[config.mk]
export PLATFORM = sky130hd
export DESIGN_NAME = ysyx_24080014_pc_seq
export DESIGN_NICKNAME = d
export VERILOG_FILES = /design/src/rtl/ysyx_24080014_pc_seq.sv
export SDC_FILE = /design/constraint.sdc
export NUM_CORES = 1
export LEC_CHECK = 0
export BUFFER_PORTS_ARGS = -buffer_cell sky130_fd_sc_hd__buf_2
export CAP_MARGIN = 20
export CORE_ASPECT_RATIO = 1.4
export CORE_MARGIN = 2
export CORE_UTILIZATION = 45
export DETAILED_ROUTE_END_ITERATION = 8
export PLACE_DENSITY = 0.84
export SYNTH_ARGS = -nofsm -noshare
export SYNTH_HDL_FRONTEND = slang
export SYNTH_SLANG_ARGS = --single-unit
[constraint.sdc]
create_clock -name clk -period 1.8 [get_ports clk]
set_input_delay 0.27 -clock clk [delete_from_list [all_inputs] [get_ports clk]]
set_output_delay 0.27 -clock clk [all_outputs]
set_load 0.02 [all_outputs]
[src/rtl/ysyx_24080014_pc_seq.sv]
// PC owner and instruction sequencer for the single-issue core.
// Steps each instruction through request, response wait, execute and commit.
module ysyx_24080014_pc_seq #(
  parameter logic [31:0] RESET_PC = 32'h8000_0000,
  parameter int          CNT_W    = 64
) (
  input  logic             clk,
  input  logic             rst_n,
  output logic             ifu_req_valid,
  input  logic             ifu_req_ready,
  output logic [31:0]      ifu_req_addr,
  input  logic             ifu_rsp_valid,
  input  logic [31:0]      ifu_rsp_data,
  input  logic             ifu_rsp_err,
  output logic             inst_valid,
  output logic [31:0]      inst,
  output logic [31:0]      inst_pc,
  input  logic             exu_done,
  input  logic [31:0]      exu_next_pc,
  input  logic             halt_req,
  output logic [31:0]      pc,
  output logic             halted,
  output logic             fault,
  output logic [CNT_W-1:0] retired
);

  typedef enum logic [2:0] {
    S_IDLE = 3'd0,
    S_REQ  = 3'd1,
    S_WAIT = 3'd2,
    S_EXEC = 3'd3,
    S_HALT = 3'd4
  } state_e;

  state_e           state_q, state_d;
  logic [31:0]      pc_q, pc_d;
  logic [31:0]      inst_q, inst_d;
  logic [31:0]      inst_pc_q, inst_pc_d;
  logic             inst_valid_q, inst_valid_d;
  logic             fault_q, fault_d;
  logic [CNT_W-1:0] retired_q, retired_d;

  logic             next_pc_misaligned;
  assign next_pc_misaligned = (exu_next_pc[1:0] != 2'b00);

  always_ff @(posedge clk or negedge rst_n) begin
    if (!rst_n) begin
      state_q      <= S_IDLE;
      pc_q         <= RESET_PC;
      inst_q       <= '0;
      inst_pc_q    <= '0;
      inst_valid_q <= 1'b0;
      fault_q      <= 1'b0;
      retired_q    <= '0;
    end else begin
      state_q      <= state_d;
      pc_q         <= pc_d;
      inst_q       <= inst_d;
      inst_pc_q    <= inst_pc_d;
      inst_valid_q <= inst_valid_d;
      fault_q      <= fault_d;
      retired_q    <= retired_d;
    end
  end

  always_comb begin
    state_d      = state_q;
    pc_d         = pc_q;
    inst_d       = inst_q;
    inst_pc_d    = inst_pc_q;
    inst_valid_d = inst_valid_q;
    fault_d      = fault_q;
    retired_d    = retired_q;

    unique case (state_q)
      S_IDLE: state_d = S_REQ;

      S_REQ: begin
        if (ifu_req_ready) state_d = S_WAIT;
      end

      S_WAIT: begin
        if (ifu_rsp_valid) begin
          if (ifu_rsp_err) begin
            fault_d = 1'b1;
            state_d = S_HALT;
          end else begin
            inst_d       = ifu_rsp_data;
            inst_pc_d    = pc_q;
            inst_valid_d = 1'b1;
            state_d      = S_EXEC;
          end
        end
      end

      S_EXEC: begin
        if (exu_done) begin
          inst_valid_d = 1'b0;
          // A misaligned target is not committed: pc and retired keep the faulting context.
          if (next_pc_misaligned) begin
            fault_d = 1'b1;
            state_d = S_HALT;
          end else begin
            pc_d      = exu_next_pc;
            retired_d = retired_q + CNT_W'(1);
            state_d   = halt_req ? S_HALT : S_REQ;
          end
        end
      end

      S_HALT: state_d = S_HALT;

      default: state_d = S_HALT;
    endcase
  end

  // Request valid is decoded from state so an async reset drops it at once.
  assign ifu_req_valid = (state_q == S_REQ);
  assign ifu_req_addr  = pc_q;
  assign inst_valid    = inst_valid_q;
  assign inst          = inst_q;
  assign inst_pc       = inst_pc_q;
  assign pc            = pc_q;
  assign halted        = (state_q == S_HALT);
  assign fault         = fault_q;
  assign retired       = retired_q;

endmodule

# == Word level (Yosys, flattened, before mapping) ==
# Cells that the tools add are included.
# totals
latch_bits,0
mem_bits_ro,0
output_inout_bits,196
ram_bits,0
reg_bits,165
word_cells,44
memories,0
# op_classes
eq_ne,10
muxes,16
n_div,0
n_reduce_logical,8
n_mul,0
shift,0
addsub,1
bitwise,2
n_lt_le_gt_ge,0
# op_table
op,n
$add A64 B1 Y64 const B,1
$mux W3,6
$pmux W3 S4,1
$ne A2 B2 Y1 const B,5
$reduce_and A3 Y1,3
$mux W1,7
$eq A3 B2 Y1 const B,2
$reduce_and A5 Y1,1
$pmux W1 S2,2
$reduce_and A4 Y1,1
$reduce_bool A2 Y1,2
$eq A3 B1 Y1 const B,1
$eq A3 B3 Y1 const B,1
$logic_not A3 Y1,1
$ne A2 B1 Y1 const B,1
$not A1 Y1,2

# == Longest topological paths before layout ==
# Gate-level depths: netlist of run 1.
# logic_depth
word_depth,4
mapped_depth,7
mapped_depth_nobuf,6

# == Least setup slack after synthesis of run 1 ==
# No wires, ideal clock.
# synth_timing
kind,register to register
from,"register retired_q[0], in the netlist retired[0]"
to,"register retired_q[32], in the netlist retired[32]"
stages_incl_launch_ff,7
period_less_slack_ps,2055
setup_slack_ps,-255
t_required_ps,1668
arrival_time_ps,1923
setup_time_ps,132
cell_sequence,dfrtp_1 ha_1 nand4_1 nor3_2 nand3_1 or4_1 xnor2_1
# synth_via
elab_chain_cells,1
# synth_rtl
element,line_no,rtl
from (decl),41,"logic [CNT_W-1:0] retired_q, retired_d;"
from (signal assigned),62,retired_q <= retired_d;
$add A64 B1 Y64,105,retired_d = retired_q + CNT_W'(1);
# No other way between the ends.
# A chain may end at the register's enable or synchronous reset.

# == Final worst setup path of run 1 ==
# layout_timing
from,"register retired_q[0], in the netlist retired[0]"
to,"register retired_q[46], in the netlist retired[46]"
# Same word-level chain as after synthesis.

==> flow_metrics.env, run 1 <==
export IMPL_yosysTopAreaCell="dfrtp_1"
export IMPL_grt_max_degree=51
export IMPL_failing_checks="negative setup slack"
export IMPL_p_seq_frac=0.446
export IMPL_row_count=54
export IMPL_num_nets_final=1029
export IMPL_yosysWarnings=0
export IMPL_port_buffers=266
export IMPL_synth_async_reset_ratio=1.00
export IMPL_tightestPinTransition_ns=0.495
export IMPL_regArea_sq_um=4150
export IMPL_die_area_sq_um=17000
export IMPL_drt_pass_1_iters=4
export IMPL_seq_area_frac_synth=0.574
export IMPL_p_leak_uw=0.00581
export IMPL_power_density_nw_per_um2=927
export IMPL_min_delay_path_class="in -> reg"
export IMPL_start_util=0.461
export IMPL_post_synthesis_cells=622
export IMPL_post_dp_hpwl_mm=14.2
export IMPL_synth_lib_cells_used_distinct=46
export IMPL_worst_setup_path_end_kind="register"
export IMPL_final_antenna_net_count=0
export IMPL_fin_area_sq_um=10200
export IMPL_run_status="finished with violations"
export IMPL_synth_most_common_cell="dfrtp_1"
export IMPL_final_setup_skew_ns=0.0118
export IMPL_p_int_uw=6880
export IMPL_critical_path_most_common_cell="nand4_1"
export IMPL_utilization=0.655
export IMPL_via_count_of_the_first_global_routing_pass=6238
export IMPL_finalCritPeriodShare=1.02
export IMPL_mappedNetlistNets=694
export IMPL_drive_gt1_frac=0.543
export IMPL_post_dp_cell_area_sq_um=9240
export IMPL_worstSetupStartpointType="register"
export IMPL_cts_buffers_inserted=17
export IMPL_area_growth_syn_to_layout_pct=42.1
export IMPL_count_of_boundary_i_o_pins=267
export IMPL_clkTransAtPathRegs_ns=0.07
export IMPL_vdd_ir_drop_worst_mv=0.563
export IMPL_crit_reg2reg_launch="retired[0]"
export IMPL_netlist_top_cells_count="dfrtp_1 (164), nand2_1 (127), mux2_2 (64)"
export IMPL_place_gp_congestion=0.868
export IMPL_cts_buffer_depth=2
export IMPL_route_detailed_vias_per_inst=5.16
export IMPL_critPathMaxStageDelay_ns=0.40
export IMPL_cts_tree="built"
export IMPL_ys_flop_type="dfrtp_1"
export IMPL_synth_area_per_inst_sq_um=11.6
export IMPL_grt_setup_unrepaired="true"
export IMPL_final_wl_mm=20.3
export IMPL_insertedDiodeCount=0
export IMPL_netlist_area_sq_um=7190
export IMPL_dieHeight_um=154
export IMPL_global_route_wire_length_before_repair_mm=30.7
export IMPL_cts_htree_levels=4
export IMPL_timing_max_slew_rel_slack=0.670
export IMPL_worst_skew_pair_late_latency_ns=0.41
export IMPL_fmaxAchievable_mhz=542
export IMPL_placeableCoreArea_sq_um=15600
export IMPL_vias=6015
export IMPL_wire_per_inst_um=17.4
export IMPL_combinationalPowerShare=0.159
export IMPL_clock_sink_count=165
export IMPL_multi_input_area_sq_um=2980
export IMPL_synthesized_flop_and_latch_total=165
export IMPL_drcViolationCount=0
export IMPL_die_w_um=111
export IMPL_period_needed_ns=1.84
export IMPL_cp_startpoint="retired[0]"
export IMPL_switching_power_uw=2600
export IMPL_detailedRoute_firstIterationViolations=249
export IMPL_netlist_area_leader_share=0.571
export IMPL_crit_path_cell_trace="ha_4 > nand4_1 > buf_4 > nor2_4 > and4_4 > buf_12 > nand4_1 > xnor2_1"
export IMPL_slowest_stage="dfrtp_2"
export IMPL_timing_critical_path_required_ns=2.10
export IMPL_timing_hold_violations_final=0
export IMPL_critical_path_max_fanout=5
export IMPL_layout_setup_ws_ns=-0.0442
export IMPL_synth_edf_count=0
export IMPL_switching_fraction_of_total_power=0.274
export IMPL_cp_arrival_ns=2.15
export IMPL_setup_viol=7
export IMPL_drv_max_cap_violation_count=0
export IMPL_hold_start="exu_next_pc[15]"
export IMPL_grt_antenna_before_repair=1
export IMPL_timing_setup_critical_path_class="reg -> reg"
export IMPL_synth_top_cells_by_area="dfrtp_1 (57%), mux2_2 (10%), nand2_1 (6.6%)"
export IMPL_gr_total_overflow=0
export IMPL_clockRootBuffer="clkbuf_16"
export IMPL_max_transition_viols_final=0
export IMPL_fillers=1133
export IMPL_grt_total_usage=0.225
export IMPL_power_clock_fraction=0.395
-- layer usage --
| metal | GRT usage | wire (um) | vias up |
|---|---|---|---|
| li1 | - | - | 2748 |
| met1 | 0.237 | 7230 | 2973 |
| met2 | 0.421 | 11200 | 245 |
| met3 | 0.0623 | 1270 | 47 |
| met4 | 0.0917 | 625 | 2 |
| met5 | 0 | 11 | - |
-- worst max-delay path, delay by kind of cell, from the launching register on --
family	cells	cell delay (ns)
adders and majority gates	1	0.14
xor gates and xnor gates	1	0.17
buffers and inverters	2	0.34
and+or+nand+nor	4	0.68
DFF	1	0.40
-- sequential cells by signal, indices dropped and copies added, names as in the netlist --
name          cells
inst_pc          32
retired          64
inst_valid        1
ifu_req_addr     32
inst             32
fault             1
state_q           3
-- cell type report --
class,count,share of cell area
Inverter,8,0.00294
Clock inverter,13,0.0166
Timing Repair Buffer,367,0.216
Sequential cell,165,0.406
Clock buffer,19,0.0433
Multi-Input combinational cell,398,0.292
Tap cell,196,0.0240
-- repair_timing --
item,in CTS,in global routing
gates resized for setup,7,39
pin swaps,4,22
endpoints found under the setup margin,13,84
hold buffers,1,0
hold endpoints to repair,29,0
gates cloned,0,2
buffers inserted,1,7
-- cell families (layout without fill, tap and decap cells) --
kind of cell / count (synthesis) / in the layout / synth area share
AOI/OAI and AO/OA: 13 / 13 / 0.0111
xor gates and xnor gates: 63 / 63 / 0.0767
buffers and inverters: 59 / 407 / 0.0527
and+or+nand+nor: 256 / 256 / 0.182
adders and majority gates: 1 / 1 / 0.00174
muxes: 65 / 65 / 0.102
DFF: 165 / 165 / 0.574
-- stage by stage --
step / total power [uW] / worst slack (ns) / TNS [ns] / hold slack [ns] / std cells
final: 9480 / -0.0442 / -0.154 / 0.0404 / 1166
after global routing: 9860 / -0.138 / -1.09 / 0.0283 / 1166
after CTS: 9570 / -0.0189 / -0.0607 / 0.0170 / 1157
after detailed placement: 5810 / -0.141 / -0.744 / 0.206 / 1123
after global placement: 5750 / -0.113 / -0.203 / 0.209 / 1123
after floorplan: 5180 / -0.0844 / -0.116 / -0.0256 / 622
-- cells in the final DEF (no fill, tap or decap), types with 4 or more instances in the layout --
cell,instances
and3_1,4
and4_1,4
buf_12,4
buf_2,265
buf_4,89
buf_6,5
clkbuf_16,19
dfrtp_1,149
dfrtp_2,15
inv_1,8
mux2_2,64
nand2_1,127
nand3_1,10
nand3_2,7
nand4_1,23
nor2_1,19
nor2_2,4
nor3_1,10
nor3_2,4
nor3_4,4
nor4_4,8
o21ai_0,4
xnor2_1,37
xor2_1,26
-- path summary, 6_finish.rpt --
| kind | cells past startpoint | endpoint | slack, ns |
|---|---|---|---|
| worst max-delay path | 8 | retired[46] | -0.04 |
| worst min-delay path | 3 | ifu_req_addr[15] | 0.04 |
| worst max register to register | 8 | retired[46] | -0.04 |
| worst min register to register | 1 | fault | 0.46 |
| max in group asynchronous | 3 | ifu_req_addr[31] | 0.86 |
| min in group asynchronous | 2 | retired[44] | 0.34 |
-- power groups by stage --
stage | Sequential [uW] | Combinational [uW] | Clock [uW]
3_5_place_dp | 4290 | 1520 | 0
5_1_grt | 4270 | 1620 | 3970
4_1_cts | 4220 | 1520 | 3830
3_3_place_gp | 4270 | 1490 | 0
2_1_floorplan | 4670 | 512 | 0
6_report | 4220 | 1510 | 3740
No activity file was read; power rests on OpenSTA's default activity.
==> run 2: changes to the inputs <==
--- a/config.mk
+++ b/config.mk
@@ -8,7 +8,6 @@
 export BUFFER_PORTS_ARGS = -buffer_cell sky130_fd_sc_hd__buf_2
 export CAP_MARGIN = 20
 export CORE_ASPECT_RATIO = 1.4
-export CORE_MARGIN = 2
 export CORE_UTILIZATION = 45
 export DETAILED_ROUTE_END_ITERATION = 8
 export PLACE_DENSITY = 0.84
==> flow_metrics.env, run 2 (synthesized netlist as in run 1, its figures left out) <==
export IMPL_multi_input_area_sq_um=3050
export IMPL_cp_arrival_ns=2.26
export IMPL_worst_setup_path_end_kind="register"
export IMPL_finalCritPeriodShare=1.07
export IMPL_cts_buffers_inserted=17
export IMPL_global_route_wire_length_before_repair_mm=29.0
export IMPL_worstSetupStartpointType="register"
export IMPL_place_worst_setup_slack_ns=-0.127
export IMPL_die_w_um=109
export IMPL_final_setup_skew_ns=0.0105
export IMPL_power_density_nw_per_um2=890
export IMPL_drcViolationCount=0
export IMPL_combinationalPowerShare=0.164
export IMPL_switching_power_uw=2590
export IMPL_cts_buffer_depth=2
export IMPL_clock_sink_count=165
export IMPL_finalSetupTns_ns=-1.23
export IMPL_die_area_sq_um=16500
export IMPL_cts_htree_levels=4
export IMPL_period_needed_ns=1.93
export IMPL_post_dp_hpwl_mm=13.8
export IMPL_final_hold_worst_slack_ns=0.0420
export IMPL_tightestPinTransition_ns=0.514
export IMPL_drt_pass_1_iters=5
export IMPL_timing_setup_critical_path_class="reg -> reg"
export IMPL_placeableCoreArea_sq_um=15600
export IMPL_via_count_of_the_first_global_routing_pass=5875
export IMPL_detailedRoute_firstIterationViolations=406
export IMPL_area_growth_syn_to_layout_pct=43.5
export IMPL_timing_max_slew_rel_slack=0.657
export IMPL_grt_max_degree=50
export IMPL_drive_gt1_frac=0.556
export IMPL_clockRootBuffer="clkbuf_16"
export IMPL_setup_viol=20
export IMPL_timing_hold_violations_final=0
export IMPL_drv_max_cap_violation_count=0
export IMPL_p_leak_uw=0.00582
export IMPL_route_detailed_vias_per_inst=5.22
export IMPL_fillers=1108
export IMPL_regToRegSetupSlack_ns=-0.13
export IMPL_clkTransAtPathRegs_ns=0.07
export IMPL_wire_per_inst_um=17.6
export IMPL_p_int_uw=6600
export IMPL_utilization=0.661
export IMPL_largest_reg_flops=64
export IMPL_num_nets_final=1037
export IMPL_timing_critical_path_required_ns=2.13
export IMPL_cts_tree="built"
export IMPL_commonest_cells_after_routing_fill_and_taps_aside="buf_2 (265), dfrtp_1 (149), nand2_1 (126)"
export IMPL_layout_setup_ws_ns=-0.126
export IMPL_max_transition_viols_final=0
export IMPL_place_gp_congestion=0.873
export IMPL_gr_total_overflow=0
export IMPL_min_delay_path_class="in -> reg"
export IMPL_power_clock_fraction=0.378
export IMPL_final_wl_mm=20.7
export IMPL_switching_fraction_of_total_power=0.282
export IMPL_grt_setup_unrepaired="true"
export IMPL_vias=6129
export IMPL_grt_antenna_before_repair=0
export IMPL_count_of_boundary_i_o_pins=267
export IMPL_insertedDiodeCount=0
export IMPL_vdd_ir_drop_worst_mv=0.636
export IMPL_dieHeight_um=152
export IMPL_power_uw=9190
export IMPL_grt_total_usage=0.232
export IMPL_layout_commonest_cell="buf_2"
export IMPL_run_status="finished with violations"
export IMPL_start_util=0.461
export IMPL_final_antenna_net_count=0
export IMPL_p_seq_frac=0.458
export IMPL_critical_path_max_fanout=7
export IMPL_row_count=54
export IMPL_regArea_sq_um=4150
export IMPL_fmaxAchievable_mhz=519
export IMPL_port_buffers=266
export IMPL_worst_skew_pair_late_latency_ns=0.41
export IMPL_failing_checks="negative setup slack"
-- run 2: cell types whose count changed in the layout (fill, tap and decap cells not counted), moves of 4 or more --
| cell | change |
|---|---|
| nor2_1 | -6 |
| nor3_1 | -4 |
| nand3_2 | -6 |
| nor3_2 | +5 |
| nand3_1 | +4 |
| buf_4 | +5 |
-- run 2: through the flow --
step | std cells | instance area (sq um)
after floorplan | 622 | 7280
after global routing | 1174 | 10300
after global placement | 1127 | 9300
after CTS | 1167 | 10000
final | 1174 | 10300
after detailed placement | 1127 | 9300
-- run 2: power by group through the flow --
stage                     clock (uW)  combinational [uW]  sequential, uW
after CTS                       3540                1520            4210
after global placement             0                1480            4260
after global routing            3690                1630            4260
after floorplan                    0                 512            4670
final                           3470                1510            4210
after detailed placement           0                1510            4280
-- run 2: cell type report --
cell class	instances	share of cell area
Tap cell	196	0.0238
Inverter	8	0.00291
Timing Repair Buffer	375	0.221
Clock inverter	13	0.0120
Clock buffer	19	0.0429
Multi-Input combinational cell	398	0.296
Sequential cell	165	0.402
-- run 2: repair_timing --
| item | in CTS | in global routing |
|---|---|---|
| setup buffers | 7 | 7 |
| hold endpoints to repair | 42 | 0 |
| pin swaps | 9 | 12 |
| resized for setup | 13 | 50 |
| setup endpoints to repair | 12 | 50 |
| hold buffers | 1 | 0 |
| cloned | 0 | 1 |
-- run 2: worst paths after layout --
kind                       depth (start not counted)      startpoint              end
max reg2reg                                        9     retired[27]      retired[47]
min                                                3  exu_next_pc[7]  ifu_req_addr[7]
max in group asynchronous                          3           rst_n       retired[8]
min in group asynchronous                          2           rst_n      retired[48]
max                                                9     retired[27]      retired[47]
min reg2reg                                        1           fault            fault
-- run 2: routing by layer --
layer / GRT usage / vias up / part of all wire
met2: 0.427 / 314 / 0.55
met5: 0 / - / 0
met1: 0.242 / 2984 / 0.34
met4: 0.0919 / 0 / 0.031
met3: 0.0740 / 64 / 0.075
li1: - / 2767 / -
-- run 2: worst max-delay path, stage by stage (launching register included) --
cell     delay (ns)
dfrtp_1        0.37
buf_4          0.12
nand4_1        0.14
nor4_1         0.35
buf_4          0.19
nand4_4        0.08
buf_12         0.17
buf_8          0.14
nor2_2         0.11
xor2_1         0.17
==> run 3: changes to the inputs <==
--- a/config.mk
+++ b/config.mk
@@ -5,11 +5,12 @@
 export SDC_FILE = /design/constraint.sdc
 export NUM_CORES = 1
 export LEC_CHECK = 0
-export BUFFER_PORTS_ARGS = -buffer_cell sky130_fd_sc_hd__buf_2
+export BUFFER_PORTS_ARGS = -buffer_cell sky130_fd_sc_hd__buf_4
 export CAP_MARGIN = 20
 export CORE_ASPECT_RATIO = 1.4
 export CORE_UTILIZATION = 45
 export DETAILED_ROUTE_END_ITERATION = 8
+export MAX_ROUTING_LAYER = met4
 export PLACE_DENSITY = 0.84
 export SYNTH_ARGS = -nofsm -noshare
 export SYNTH_HDL_FRONTEND = slang
==> flow_metrics.env, run 3 (synthesized netlist as in run 1, its figures left out) <==
export IMPL_r2r_cells=6
export IMPL_switching_fraction_of_total_power=0.269
export IMPL_clockRootBuffer="clkbuf_16"
export IMPL_final_setup_skew_ns=0.0130
export IMPL_drv_max_cap_violation_count=0
export IMPL_layout_commonest_cell="buf_4"
export IMPL_route_detailed_vias_per_inst=5.21
export IMPL_gr_total_overflow=0
export IMPL_combinationalPowerShare=0.178
export IMPL_finalCritPeriodShare=1.04
export IMPL_fmaxAchievable_mhz=535
export IMPL_p_seq_frac=0.427
export IMPL_row_count=54
export IMPL_p_int_uw=7270
export IMPL_vias=6130
export IMPL_min_delay_path_class="in -> reg"
export IMPL_max_transition_viols_final=0
export IMPL_grt_antenna_before_repair=0
export IMPL_clock_sink_count=165
export IMPL_via_count_of_the_first_global_routing_pass=6162
export IMPL_drcViolationCount=0
export IMPL_drt_pass_1_iters=5
export IMPL_setup_viol=15
export IMPL_grt_setup_unrepaired="true"
export IMPL_failing_checks="negative setup slack"
export IMPL_drive_gt1_frac=0.551
export IMPL_power_clock_fraction=0.395
export IMPL_dieHeight_um=152
export IMPL_regToRegSetupSlack_ns=-0.07
export IMPL_count_of_boundary_i_o_pins=267
export IMPL_switching_power_uw=2680
export IMPL_cp_arrival_ns=2.20
export IMPL_area_growth_syn_to_layout_pct=52.9
export IMPL_grt_max_degree=40
export IMPL_fillers=1114
export IMPL_largest_reg_flops=64
export IMPL_timing_hold_violations_final=0
export IMPL_r2r_end="retired[32]"
export IMPL_cts_buffers_inserted=17
export IMPL_hold_path_end="ifu_req_addr[12]"
export IMPL_worst_setup_path_end_kind="register"
export IMPL_worst_skew_pair_late_latency_ns=0.42
export IMPL_timing_setup_critical_path_class="reg -> reg"
export IMPL_crit_reg2reg_launch="state_q[2]"
export IMPL_final_wl_mm=21.7
export IMPL_placeableCoreArea_sq_um=15600
export IMPL_insertedDiodeCount=0
export IMPL_cts_htree_levels=4
export IMPL_die_area_sq_um=16500
export IMPL_detailedRoute_firstIterationViolations=233
export IMPL_p_leak_uw=0.00587
export IMPL_timing_max_slew_rel_slack=0.750
export IMPL_place_gp_congestion=0.860
export IMPL_place_worst_setup_slack_ns=-0.151
export IMPL_cts_tree="built"
export IMPL_hold_start="exu_next_pc[12]"
export IMPL_post_dp_hpwl_mm=15.0
export IMPL_worst_hold_path_num_cells=3
export IMPL_worstSetupStartpointType="register"
export IMPL_critical_path_max_fanout=4
export IMPL_start_util=0.461
export IMPL_utilization=0.705
export IMPL_num_nets_final=1041
export IMPL_vdd_ir_drop_worst_mv=0.634
export IMPL_wire_per_inst_um=18.5
export IMPL_final_antenna_net_count=0
export IMPL_clkTransAtPathRegs_ns=0.07
export IMPL_period_needed_ns=1.87
export IMPL_timing_critical_path_required_ns=2.13
export IMPL_run_status="finished with violations"
export IMPL_global_route_wire_length_before_repair_mm=31.5
export IMPL_port_buffers=266
export IMPL_tightestPinTransition_ns=0.375
export IMPL_layout_setup_ws_ns=-0.0684
export IMPL_grt_total_usage=0.260
export IMPL_commonest_cells_after_routing_fill_and_taps_aside="buf_4 (362), dfrtp_1 (149), nand2_1 (127)"
export IMPL_power_density_nw_per_um2=904
export IMPL_cts_buffer_depth=2
export IMPL_die_w_um=109
-- run 3: stage by stage --
step	power (uW)	instances	area, sq um	hold WS (ns)	setup TNS (ns)
floorplan	5180	622	7280	-0.0256	-0.116
global placement	6020	1130	10000	0.180	-0.284
detailed placement	6090	1130	10000	0.181	-1.34
CTS	10000	1165	10700	0.0297	-0.0436
global route	10300	1177	11000	0.0354	-2.56
finish	9940	1177	11000	0.0403	-0.440
-- run 3: layout make-up --
type                            count  area [sq um]  share of cell area
Tap cell                          196           245              0.0223
Multi-Input combinational cell    398          2970               0.270
Clock buffer                       18           439              0.0399
Inverter                            8          30.0             0.00273
Timing Repair Buffer              379          2970               0.270
Clock inverter                     13           196              0.0179
Sequential cell                   165          4150               0.377
-- run 3: worst max path at each step --
stage                    from          end  slack [ns]
4_1_cts           retired[34]  retired[52]       -0.04
2_1_floorplan      retired[0]  retired[32]       -0.08
3_5_place_dp      retired[26]  retired[57]       -0.15
6_report           state_q[2]  retired[32]       -0.07
5_1_grt            state_q[2]  retired[32]       -0.21
3_3_place_gp   exu_next_pc[0]  retired[57]       -0.06
-- run 3: worst max-delay path, cell delays in order, from the launching register on --
cell and delay [ns]:
dfrtp_1 0.38, nand4b_4 0.21, buf_6 0.16, nor3_4 0.28, nand3_2 0.13, or4_4 0.43, xnor2_1 0.19
-- run 3: timing repair --
action,in CTS,in global routing
cloned,0,0
setup endpoints to repair,24,36
endpoints found under the hold margin,22,0
pin swaps,7,18
hold buffers,1,0
buffers inserted,3,12
gates resized for setup,14,35
-- run 3: metal layers --
| metal | routed length [um] | global-route usage | vias to the layer above |
|---|---|---|---|
| li1 | - | - | 2768 |
| met1 | 7570 | 0.272 | 3011 |
| met2 | 11900 | 0.465 | 288 |
| met3 | 1460 | 0.0543 | 63 |
| met4 | 841 | 0.118 | 0 |
| met5 | 0 | - | - |
-- run 3: power groups by stage --
stage          combinational (uW)  sequential (uW)  clock, uW
3_3_place_gp                 1730             4290          0
3_5_place_dp                 1780             4320          0
2_1_floorplan                 512             4670          0
4_1_cts                      1780             4250       3970
6_report                     1770             4240       3930
5_1_grt                      1900             4290       4160
